## config.mk

```make
export PLATFORM = sky130hd
export DESIGN_NAME = resolvedor_disparo
export DESIGN_NICKNAME = d
export VERILOG_FILES = /design/src/rtl/batalha_pkg.sv /design/src/rtl/resolvedor_disparo_tipo.sv /design/src/rtl/resolvedor_disparo.sv
export SDC_FILE = /design/constraint.sdc
export NUM_CORES = 1
export LEC_CHECK = 0
export ABC_AREA = 1
export BUFFER_PORTS_ARGS = -buffer_cell sky130_fd_sc_hd__buf_4
export CORE_MARGIN = 8
export CORE_UTILIZATION = 40
export DETAILED_ROUTE_END_ITERATION = 16
export PLACE_DENSITY = 0.66
export SYNTH_ARGS = -nofsm -noshare
export SYNTH_HDL_FRONTEND = slang
export SYNTH_SLANG_ARGS = --single-unit
export TNS_END_PERCENT = 20
```

## constraint.sdc

```tcl
create_clock -name clk -period 6.2 [get_ports clk]
set_input_delay 0.62 -clock clk [delete_from_list [all_inputs] [get_ports clk]]
set_output_delay 0.62 -clock clk [all_outputs]
set_load 0.005 [all_outputs]
```

## src/rtl/batalha_pkg.sv

```systemverilog
// Shared battleship definitions: board geometry, ship types, shot-resolver
// FSM encoding and the ship-index -> ship-type map.
package batalha_pkg;

   localparam int NUM_NAVIOS = 11;
   localparam int ADDR_W     = 5;

   localparam logic [2:0] TIPO_SUB         = 3'd0;
   localparam logic [2:0] TIPO_CRUZADOR    = 3'd1;
   localparam logic [2:0] TIPO_HIDROAVIAO  = 3'd2;
   localparam logic [2:0] TIPO_ENCOURACADO = 3'd3;
   localparam logic [2:0] TIPO_PORTA_AVIAO = 3'd4;

   typedef enum logic [2:0] {
      ST_IDLE = 3'd0,
      ST_CHK  = 3'd1,
      ST_RD   = 3'd2,
      ST_CMP  = 3'd3,
      ST_WR   = 3'd4,
      ST_DONE = 3'd5
   } estado_t;

   // Entries 0-4 submarines, 5-6 cruisers, 7-8 seaplane carriers,
   // 9 battleship, 10 aircraft carrier.
   function automatic logic [2:0] tipo_de_indice(input logic [4:0] idx);
      logic [2:0] t;
      t = TIPO_SUB;
      if (idx >= 5'd10)     t = TIPO_PORTA_AVIAO;
      else if (idx == 5'd9) t = TIPO_ENCOURACADO;
      else if (idx >= 5'd7) t = TIPO_HIDROAVIAO;
      else if (idx >= 5'd5) t = TIPO_CRUZADOR;
      return t;
   endfunction

endpackage

```

## src/rtl/resolvedor_disparo_tipo.sv

```systemverilog
// tipo_por_indice: combinational ship-entry index -> ship type.
module tipo_por_indice
   import batalha_pkg::*;
(
   input  logic [4:0] idx_i,
   output logic [2:0] tipo_o
);

   assign tipo_o = tipo_de_indice(idx_i);

endmodule

```

## src/rtl/resolvedor_disparo.sv

```systemverilog
// resolvedor_disparo: resolves one shot against the opponent's board RAM.
// Scans every ship entry, clears the hit cell by write-back, and reports
// hit / sunk / ship type / game over.
// Optional feature: define SHOT_HISTORY_EN to reject repeated shots.
module resolvedor_disparo #(
   parameter int NUM_NAVIOS = 11,
   parameter int ADDR_W     = 5
) (
   input  logic              clk,
   input  logic              reset,
   input  logic              enable,
   input  logic              jogador,
   input  logic [3:0]        x1,
   input  logic [3:0]        y1,
   input  logic [63:0]       vetor_leitura_jogadorUm,
   input  logic [63:0]       vetor_leitura_jogadorDois,
   output logic [ADDR_W-1:0] addr_jogadorUm,
   output logic [ADDR_W-1:0] addr_jogadorDois,
   output logic              wrep1,
   output logic              wrep2,
   output logic [63:0]       vetor,
   output logic              ready,
   output logic              acerto,
   output logic              afundou,
   output logic [2:0]        tipo_afundado,
   output logic              fim_jogo,
   output logic              erro_coord,
   output logic              repetido
);
   import batalha_pkg::*;

   estado_t             state_q, state_d;
   logic                enable_q, rearm_q;
   logic                jog_q, jog_d;
   logic [3:0]          x_q, x_d, y_q, y_d;
   logic [ADDR_W-1:0]   idx_q, idx_d;
   logic [3:0]          cnt_q, cnt_d;
   logic [ADDR_W-1:0]   addr1_q, addr1_d, addr2_q, addr2_d;
   logic [63:0]         vetor_q, vetor_d;
   logic                acerto_q, acerto_d, afundou_q, afundou_d;
   logic [2:0]          tipo_q, tipo_d;
   logic                fim_q, fim_d, erro_q, erro_d;
   logic                rep_any_w;

   logic [5:0]          pos_w;
   logic [63:0]         mask_w, rdata_w, post_w;
   logic                hit_w, last_w, start_w;
   logic [2:0]          tipo_w;

   assign pos_w   = {y_q[2:0], x_q[2:0]};
   assign mask_w  = 64'd1 << pos_w;
   assign rdata_w = jog_q ? vetor_leitura_jogadorUm : vetor_leitura_jogadorDois;
   assign post_w  = rdata_w & ~mask_w;
   assign hit_w   = |(rdata_w & mask_w);
   assign last_w  = (idx_q == ADDR_W'(NUM_NAVIOS - 1));
   // rearm_q blocks a start while enable is still high coming out of reset.
   assign start_w = (state_q == ST_IDLE) && enable && !enable_q && !rearm_q;

   tipo_por_indice u_tipo (.idx_i({{(5-ADDR_W){1'b0}}, idx_q}), .tipo_o(tipo_w));

`ifdef SHOT_HISTORY_EN
   // Fired-cell history; index 0 = player 1's board, 1 = player 2's board.
   logic [1:0][63:0] hist_q, hist_d;
   logic             rep_q, rep_d;
   assign rep_any_w = rep_d;
   assign repetido  = rep_q;
`else
   assign rep_any_w = 1'b0;
   assign repetido  = 1'b0;
`endif

   // Next-state and datapath updates for the scan FSM.
   always_comb begin
      logic             go_rd;
      logic [ADDR_W-1:0] rd_idx;
      state_d   = state_q;
      jog_d     = jog_q;
      x_d       = x_q;
      y_d       = y_q;
      idx_d     = idx_q;
      cnt_d     = cnt_q;
      addr1_d   = addr1_q;
      addr2_d   = addr2_q;
      vetor_d   = vetor_q;
      acerto_d  = acerto_q;
      afundou_d = afundou_q;
      tipo_d    = tipo_q;
      fim_d     = fim_q;
      erro_d    = erro_q;
      go_rd     = 1'b0;
      rd_idx    = idx_q + 1'b1;
`ifdef SHOT_HISTORY_EN
      hist_d    = hist_q;
      rep_d     = rep_q;
`endif
      case (state_q)
         ST_IDLE: if (start_w) begin
            state_d   = ST_CHK;
            jog_d     = jogador;
            x_d       = x1;
            y_d       = y1;
            cnt_d     = '0;
            acerto_d  = 1'b0;
            afundou_d = 1'b0;
            tipo_d    = '0;
            fim_d     = 1'b0;
            erro_d    = 1'b0;
`ifdef SHOT_HISTORY_EN
            rep_d     = 1'b0;
`endif
         end
         ST_CHK: begin
            rd_idx = '0;
            if (x_q[3] || y_q[3]) begin
               erro_d  = 1'b1;
               state_d = ST_DONE;
            end else begin
`ifdef SHOT_HISTORY_EN
               if (hist_q[~jog_q][pos_w]) begin
                  rep_d   = 1'b1;
                  state_d = ST_DONE;
               end else begin
                  hist_d[~jog_q][pos_w] = 1'b1;
                  go_rd = 1'b1;
               end
`else
               go_rd = 1'b1;
`endif
            end
         end
         ST_RD: state_d = ST_CMP;
         ST_CMP: begin
            // post_w equals the read data on a miss, so it is always the
            // value the entry holds after this shot.
            if (post_w != 64'd0) cnt_d = cnt_q + 4'd1;
            if (hit_w) begin
               vetor_d = post_w;
               state_d = ST_WR;
               if (!acerto_q) begin
                  acerto_d  = 1'b1;
                  tipo_d    = tipo_w;
                  afundou_d = (post_w == 64'd0);
               end
            end else if (last_w) state_d = ST_DONE;
            else go_rd = 1'b1;
         end
         ST_WR: begin
            if (last_w) state_d = ST_DONE;
            else go_rd = 1'b1;
         end
         ST_DONE: state_d = ST_IDLE;
         default: state_d = ST_IDLE;
      endcase
      if (go_rd) begin
         state_d = ST_RD;
         idx_d   = rd_idx;
         if (jog_q) addr1_d = rd_idx;
         else       addr2_d = rd_idx;
      end
      if (state_d == ST_DONE && state_q != ST_DONE)
         fim_d = (cnt_d == 4'd0) && !erro_d && !rep_any_w;
   end

   // State and result registers; reset returns to IDLE in any state.
   always_ff @(posedge clk) begin
      if (reset) begin
         state_q   <= ST_IDLE;
         enable_q  <= 1'b0;
         rearm_q   <= 1'b1;
         jog_q     <= 1'b0;
         x_q       <= '0;
         y_q       <= '0;
         idx_q     <= '0;
         cnt_q     <= '0;
         addr1_q   <= '0;
         addr2_q   <= '0;
         vetor_q   <= '0;
         acerto_q  <= 1'b0;
         afundou_q <= 1'b0;
         tipo_q    <= '0;
         fim_q     <= 1'b0;
         erro_q    <= 1'b0;
`ifdef SHOT_HISTORY_EN
         hist_q    <= '0;
         rep_q     <= 1'b0;
`endif
      end else begin
         state_q   <= state_d;
         enable_q  <= enable;
         rearm_q   <= rearm_q && enable;
         jog_q     <= jog_d;
         x_q       <= x_d;
         y_q       <= y_d;
         idx_q     <= idx_d;
         cnt_q     <= cnt_d;
         addr1_q   <= addr1_d;
         addr2_q   <= addr2_d;
         vetor_q   <= vetor_d;
         acerto_q  <= acerto_d;
         afundou_q <= afundou_d;
         tipo_q    <= tipo_d;
         fim_q     <= fim_d;
         erro_q    <= erro_d;
`ifdef SHOT_HISTORY_EN
         hist_q    <= hist_d;
         rep_q     <= rep_d;
`endif
      end
   end

   // Strobes decode from state and drop immediately under reset so an
   // interrupted write never reaches the RAM.
   assign wrep1 = (state_q == ST_WR) &&  jog_q && !reset;
   assign wrep2 = (state_q == ST_WR) && !jog_q && !reset;
   assign ready = (state_q == ST_DONE) && !reset;

   assign addr_jogadorUm   = addr1_q;
   assign addr_jogadorDois = addr2_q;
   assign vetor            = vetor_q;
   assign acerto           = acerto_q;
   assign afundou          = afundou_q;
   assign tipo_afundado    = tipo_q;
   assign fim_jogo         = fim_q;
   assign erro_coord       = erro_q;

endmodule

```

* Word level (Yosys, flattened, before mapping) *
Index checks and enable logic that the tools add are counted.

cells by class
  mux-type cells = 34
  reduce and logical (&&, ||, !) cells = 32
  shift operators = 1
  bitwise logic cells = 4
  eq/ne operators = 12
  $add $sub $neg = 2
  magnitude comparators = 3

operator list
  cell                                                                                  count
  64-bit bitwise AND                                                                    2
  64-bit logical NOT                                                                    1
  64-bit 2-to-1 mux                                                                     1
  64-bit NOT                                                                            1
  64-bit nonzero test                                                                   1
  64-bit OR reduction                                                                   1
  1-bit by 6-bit << shifter with 64-bit output (first input constant)                   1
  3-bit 2-to-1 mux                                                                      11
  3-bit case mux with 5 select lines                                                    1
  1-bit 2-to-1 mux                                                                      12
  1-bit logical AND                                                                     11
  5-bit by 4-bit equality test with 1-bit output (second input constant)                2
  5-bit by 3-bit greater-or-equal comparator with 1-bit output (second input constant)  2
  2-bit AND reduction                                                                   5
  3-bit equality test (second input constant)                                           3
  4-bit 2-to-1 mux                                                                      2
  4-bit case mux with 2 select lines                                                    1
  3-bit by 2-bit equality test with 1-bit output (second input constant)                2
  2-bit != test (second input constant)                                                 3
  1-bit case mux with 2 select lines                                                    3
  3-bit case mux with 2 select lines                                                    1
  2-bit nonzero test                                                                    3
  5-bit by 1-bit adder with 5-bit output (second input constant)                        1
  5-bit by 4-bit greater-or-equal comparator with 1-bit output (second input constant)  1
  12 further kinds                                                                      16

storage, ports and cells
  register bits after elaboration = 104

* Logic depth before layout (Yosys ltp) *
  depth after elaboration = 11
  gate-level depth with buffers = 20
  depth with buffers taken out = 18

* Cells and area by module *
A second synthesis with hierarchy kept.

unflattened totals
  cell total of the unflattened synthesis = 1,064
  area, all modules = 6,373.6 um2

by module, submodules not included
  module              area each (um2)  instances  cells each
  resolvedor_disparo  6,287.3          1          1,043
  tipo_por_indice     86.3             1          21

* Worst setup path before layout *
No wires, ideal clock.

  path type = register -> register
  start = register jog_q
  end = register vetor_q[0] (netlist: vetor[0])
  buffers on the path = 5
  stages on the path, launching flop included = 19
  period minus slack after synthesis = 2,144 ps
  library setup time = 133 ps
  required time = 6,067 ps
  arrival = 2,011 ps
  setup slack = 4,056 ps
  cells stage by stage = dfxtp_1 -> clkbuf_2 -> inv_2 -> buf_6 -> buf_2 -> nand2_1 -> nand2_1 -> nand4_1 -> nand2_1 -> nor3_1 -> nand3_1 -> nor2_1 -> nand2_1 -> nand2_1 -> inv_2 -> buf_4 -> buf_2 -> o21ai_0 -> a21oi_1

on the way
  cells in the longest elaborated chain, start to end = 4
  elaborated cells on any way between the ends = 5

ends and longest elaborated chain
  what                                  line                       source
  start, declared                       resolvedor_disparo.sv:34   logic jog_q, jog_d;
  start signal, assigned                resolvedor_disparo.sv:191  jog_q <= jog_d;
  64-bit 2-to-1 mux (*)                 resolvedor_disparo.sv:52   assign rdata_w = jog_q ? vetor_leitura_jogadorUm : vetor_leitura_jogadorDois;
  64-bit bitwise AND                    resolvedor_disparo.sv:54   assign hit_w = |(rdata_w & mask_w);
  64-bit OR reduction                   resolvedor_disparo.sv:54
  2-bit AND reduction (no source line)  n/a
  end signal, assigned                  resolvedor_disparo.sv:198  vetor_q <= vetor_d;
  end, declared                         resolvedor_disparo.sv:39   logic [63:0] vetor_q, vetor_d;

Every way passes the cells marked *; elsewhere a longest branch is shown, timed or not.
A chain may end at the register's enable or synchronous reset.

* Final worst setup path *
  start = register y_q[0]
  end = register vetor_q[3] (netlist: vetor[3])

on the way
  cells in the longest elaborated chain, start to end = 4
  elaborated cells on any way between the ends = 6

ends and longest elaborated chain
  what                                              line                       source
  start, declared                                   resolvedor_disparo.sv:35   logic [3:0] x_q, x_d, y_q, y_d;
  start signal, assigned                            resolvedor_disparo.sv:193  y_q <= y_d;
  1-bit by 6-bit << shifter with 64-bit output (*)  resolvedor_disparo.sv:51   assign mask_w = 64'd1 << pos_w;
  64-bit bitwise AND                                resolvedor_disparo.sv:54
  64-bit OR reduction                               resolvedor_disparo.sv:54
  2-bit AND reduction (no source line)              n/a

Marked as above.

==> results <==
- The cell count after synthesis came out at 1047.
- The count of boundary I/O pins is 225.
- The final route contains 7463 vias.
- The first-pass detailed-route iteration total is 7.
- For flop-to-flop paths, the worst setup slack is 2280 ps.
- The worst path arrival time is 4210 ps.
- After global routing the overflow that remains totals 0.
- The count of fill cells added during filler insertion is 1676.
- The number of hold buffers added after CTS is 0.
- Data on the critical path is required at its endpoint by 6490 ps.
- The endpoint type of the worst setup path is a flip-flop.
- Wires add up to 24000 um.
- Clock-pin slew was measured on the worst setup and hold paths at 70 ps.
- The wire length of the first global-routing pass is 37200 um.
- In the post-synthesis netlist, the biggest area contributors are sky130_fd_sc_hd__dfxtp_1 33%, sky130_fd_sc_hd__nand2_1 23%, sky130_fd_sc_hd__nand4_1 6.3%, sky130_fd_sc_hd__nand3_1 6.2%, sky130_fd_sc_hd__a21oi_1 6.1%.
- The relative max-transition margin is 0.241.
- At the end of the flow, the number of nets in the layout was 1360.
- The number of global-route vias before repair was 6918.
- For this run, the register share of the synthesized area comes to 0.328.
- Of all cell types, the one taking the most synthesized area is sky130_fd_sc_hd__dfxtp_1.
- The detailed router finished its first iteration with 574 violations.
- Each instance of the synthesized netlist takes up on average 6.07 sq um.
- The total area inside the core boundary comes to 0.0157 sq mm.
- The buffer type at the clock tree root is sky130_fd_sc_hd__clkbuf_16.
- The library cell contributing the largest single delay on the critical path is sky130_fd_sc_hd__inv_2.
- On the worst path, the slowest cell contributes a delay of 690 ps.
- The share of the synthesized area in the top cell type is 0.328.
- The number of nets in the synthesized netlist is 1191.
- Along the worst path, the maximum fanout reaches 66.
- The largest net degree at the start of global routing is 68.
- The number of gates given a new drive strength after cts is 0.
- The design draws 2060 uW.
- Traced cell by cell, the critical path runs through inv_1 -> nor2_1 -> nand3_1 -> o21ai_0 -> nor3_1 -> nand3_1 -> nor2_1 -> nand2_1 -> nand2_1 -> inv_2 -> buf_4 -> o21ai_0 -> a21oi_1.
- The clock buffer count from CTS is 9.
- The library cell used most frequently in the layout, excluding fill and tap cells, is sky130_fd_sc_hd__nand2_1.
- The number of nets with antenna violations after detailed routing is 0.
- The type of origin of the critical path is a flip-flop.
- The share of post-route cells with drive strength above 1 is 0.211.
- The clock skew is 7.93 ps.
- The footprint of the multi-input gates is 0.00373 sq mm.
- The clock period minus final worst setup slack is 3920 ps.
- The number of inserted diodes is 0.
- The post-route DRC violation count is 0.
- For the worst-skew pair, the clock arrives at the later sink with an insertion delay of 360 ps.
- The overall die width is 142 um.
- Max-cap violations in this run came to 0.
- The power per standard cell area is 249 mW/mm^2.
- Once the clock tree was built, the setup fixing pass inserted 0 buffers.
- The clock net in this run drives a total of 104 sinks.
- In this run the worst hold path is classified as flip-flop to flip-flop.
- The die is 142 um tall.
- The wire length per cell is 16.7 um.
- The number of endpoints with negative hold slack in the final report is 0.
- Yosys printed 0 warnings.
- The total track usage is 0.234.
- The post-synthesis register bit count is 104.
- The number of max-slew violations in the final report is 0.
- The final count of negative-setup-slack endpoints is 0.
- In the final layout, flip-flops and latches occupy 0.00208 sq mm.
- The critical path in this run is classified as flip-flop to flip-flop.
- The synthesized area is 0.00635 sq mm.
- The static leakage power is 0.00396 uW.
- In the layout the commonest cells are 384 x sky130_fd_sc_hd__nand2_1, 229 x sky130_fd_sc_hd__buf_4, 103 x sky130_fd_sc_hd__nor2_1.
- The die area is 0.0202 sq mm.
- The upper clock frequency limit is 0.255 GHz.
- In this run the deepest clock path goes through 2 buffers.
- In this run, distinct cell masters in the synthesized netlist total 33.
- Buffers placed on the I/O ports in this run total 223.
- The initial antenna violation count is 0.
- The post-detailed-placement half-perimeter wirelength is 18500 um.
- The run finished with clean final reports.
- The H-tree generated during clock tree synthesis spans 3 levels.
- The setup TNS is 0 ps.
- The area growth from synthesis to layout is 30.2%.
- The worst supply voltage drop on vdd is 0.000140 V.
- The fraction of the cycle the final worst path needs is 0.632.
- Setup repair after global routing left no endpoint under its margin.
- In the routed layout, each cell is associated on average with a via count of 5.19.
- The final RePlAce weighted congestion is 0.924.
- The TritonCTS clock tree is done.
- In this run the core area contains 46 standard-cell rows.
- The initial utilization of the core area, before any placement, comes to 0.404.
- At the pin with the least slew margin, the transition time is 1140 ps.
## kinds of logic after synthesis
kind of cell    synth area share
buf+inv                   0.0851
other cells             0.000590
compound gates             0.145
fa+ha+maj                0.00788
xor+xnor                 0.00276
flops                      0.328
simple gates               0.431
## metrics by stage
stage | std cells | instance area, sq um | setup slack (ps) | util | hold WS (ps)
floorplan | 1047 | 6350 | 4060 | - | 419
global placement | 1421 | 7970 | 2430 | 0.507 | 436
detailed placement | 1421 | 7970 | 2340 | 0.507 | 443
CTS | 1437 | 8280 | 2320 | 0.527 | 453
global route | 1437 | 8280 | 1800 | 0.527 | 462
finish | 1437 | 8280 | 2280 | 0.527 | 453
## where the power goes
part           total, uW  internal, uW  switching, uW
Clock                594           317            277
Sequential           769           723           46.9
Combinational        693           235            458
## synthesized netlist by cell type
cell	instances
sky130_fd_sc_hd__nand2_1	384
sky130_fd_sc_hd__dfxtp_1	104
sky130_fd_sc_hd__nor2_1	103
sky130_fd_sc_hd__nand3_1	79
sky130_fd_sc_hd__a21oi_1	78
sky130_fd_sc_hd__o21ai_0	74
sky130_fd_sc_hd__nand4_1	64
sky130_fd_sc_hd__inv_1	36
sky130_fd_sc_hd__clkbuf_1	27
sky130_fd_sc_hd__buf_2	23
sky130_fd_sc_hd__a211oi_1	18
sky130_fd_sc_hd__buf_4	12
sky130_fd_sc_hd__nor3_1	9
sky130_fd_sc_hd__buf_6	5
sky130_fd_sc_hd__inv_2	5
sky130_fd_sc_hd__ha_1	4
sky130_fd_sc_hd__buf_1	3
sky130_fd_sc_hd__clkinv_1	2
sky130_fd_sc_hd__nand3b_1	2
sky130_fd_sc_hd__nor2_2	2
sky130_fd_sc_hd__a31oi_1	1
sky130_fd_sc_hd__a32oi_1	1
sky130_fd_sc_hd__clkbuf_2	1
sky130_fd_sc_hd__conb_1	1
sky130_fd_sc_hd__nand3_2	1
sky130_fd_sc_hd__nor2_4	1
sky130_fd_sc_hd__nor3b_1	1
sky130_fd_sc_hd__nor4_1	1
sky130_fd_sc_hd__o21ai_1	1
sky130_fd_sc_hd__o21bai_1	1
sky130_fd_sc_hd__or2_2	1
sky130_fd_sc_hd__xnor2_1	1
sky130_fd_sc_hd__xor2_1	1
## sequential cells by signal (all words and copies together) (netlist names)
name / cells
tipo_afundado: 3
enable_q: 1
addr_jogadorDois: 5
addr_jogadorUm: 5
x_q: 4
erro_coord: 1
acerto: 1
y_q: 4
state_q: 3
vetor: 64
cnt_q: 4
rearm_q: 1
idx_q: 5
afundou: 1
jog_q: 1
fim_jogo: 1
## final timing paths
kind              startpoint  endpoint  depth (start not counted)
setup / recovery      y_q[0]  vetor[3]                         13
hold / removal       rearm_q   rearm_q                          2
hold reg to reg      rearm_q   rearm_q                          2
setup reg to reg      y_q[0]  vetor[3]                         13
## final cells by class
class                   instances  share of cell area
clock buffers                   9              0.0272
clock inverters                 7              0.0101
inverters                      43              0.0195
multi-input cells             829               0.451
flip-flops and latches        104               0.252
well taps                     216              0.0327
repair buffers                229               0.208
## layer usage
metal / part of all wire / GRT usage / wire [um] / up-vias
met5: 0 / 0 / 0 / -
met4: 0.020 / 0.0690 / 487 / 0
met3: 0.092 / 0.0614 / 2210 / 35
met2: 0.47 / 0.393 / 11300 / 297
met1: 0.42 / 0.287 / 10100 / 3302
li1: - / - / - / 3829
## worst max-delay path, delay by kind of cell, from the launching register on
kind / cells / cell delay (ps)
buffers and inverters: 3 / 1570
AND/OR/NAND/NOR: 7 / 1150
flip-flops: 1 / 580
AO/OA/AOI/OAI: 3 / 540
(Power assumes the default switching activity.)
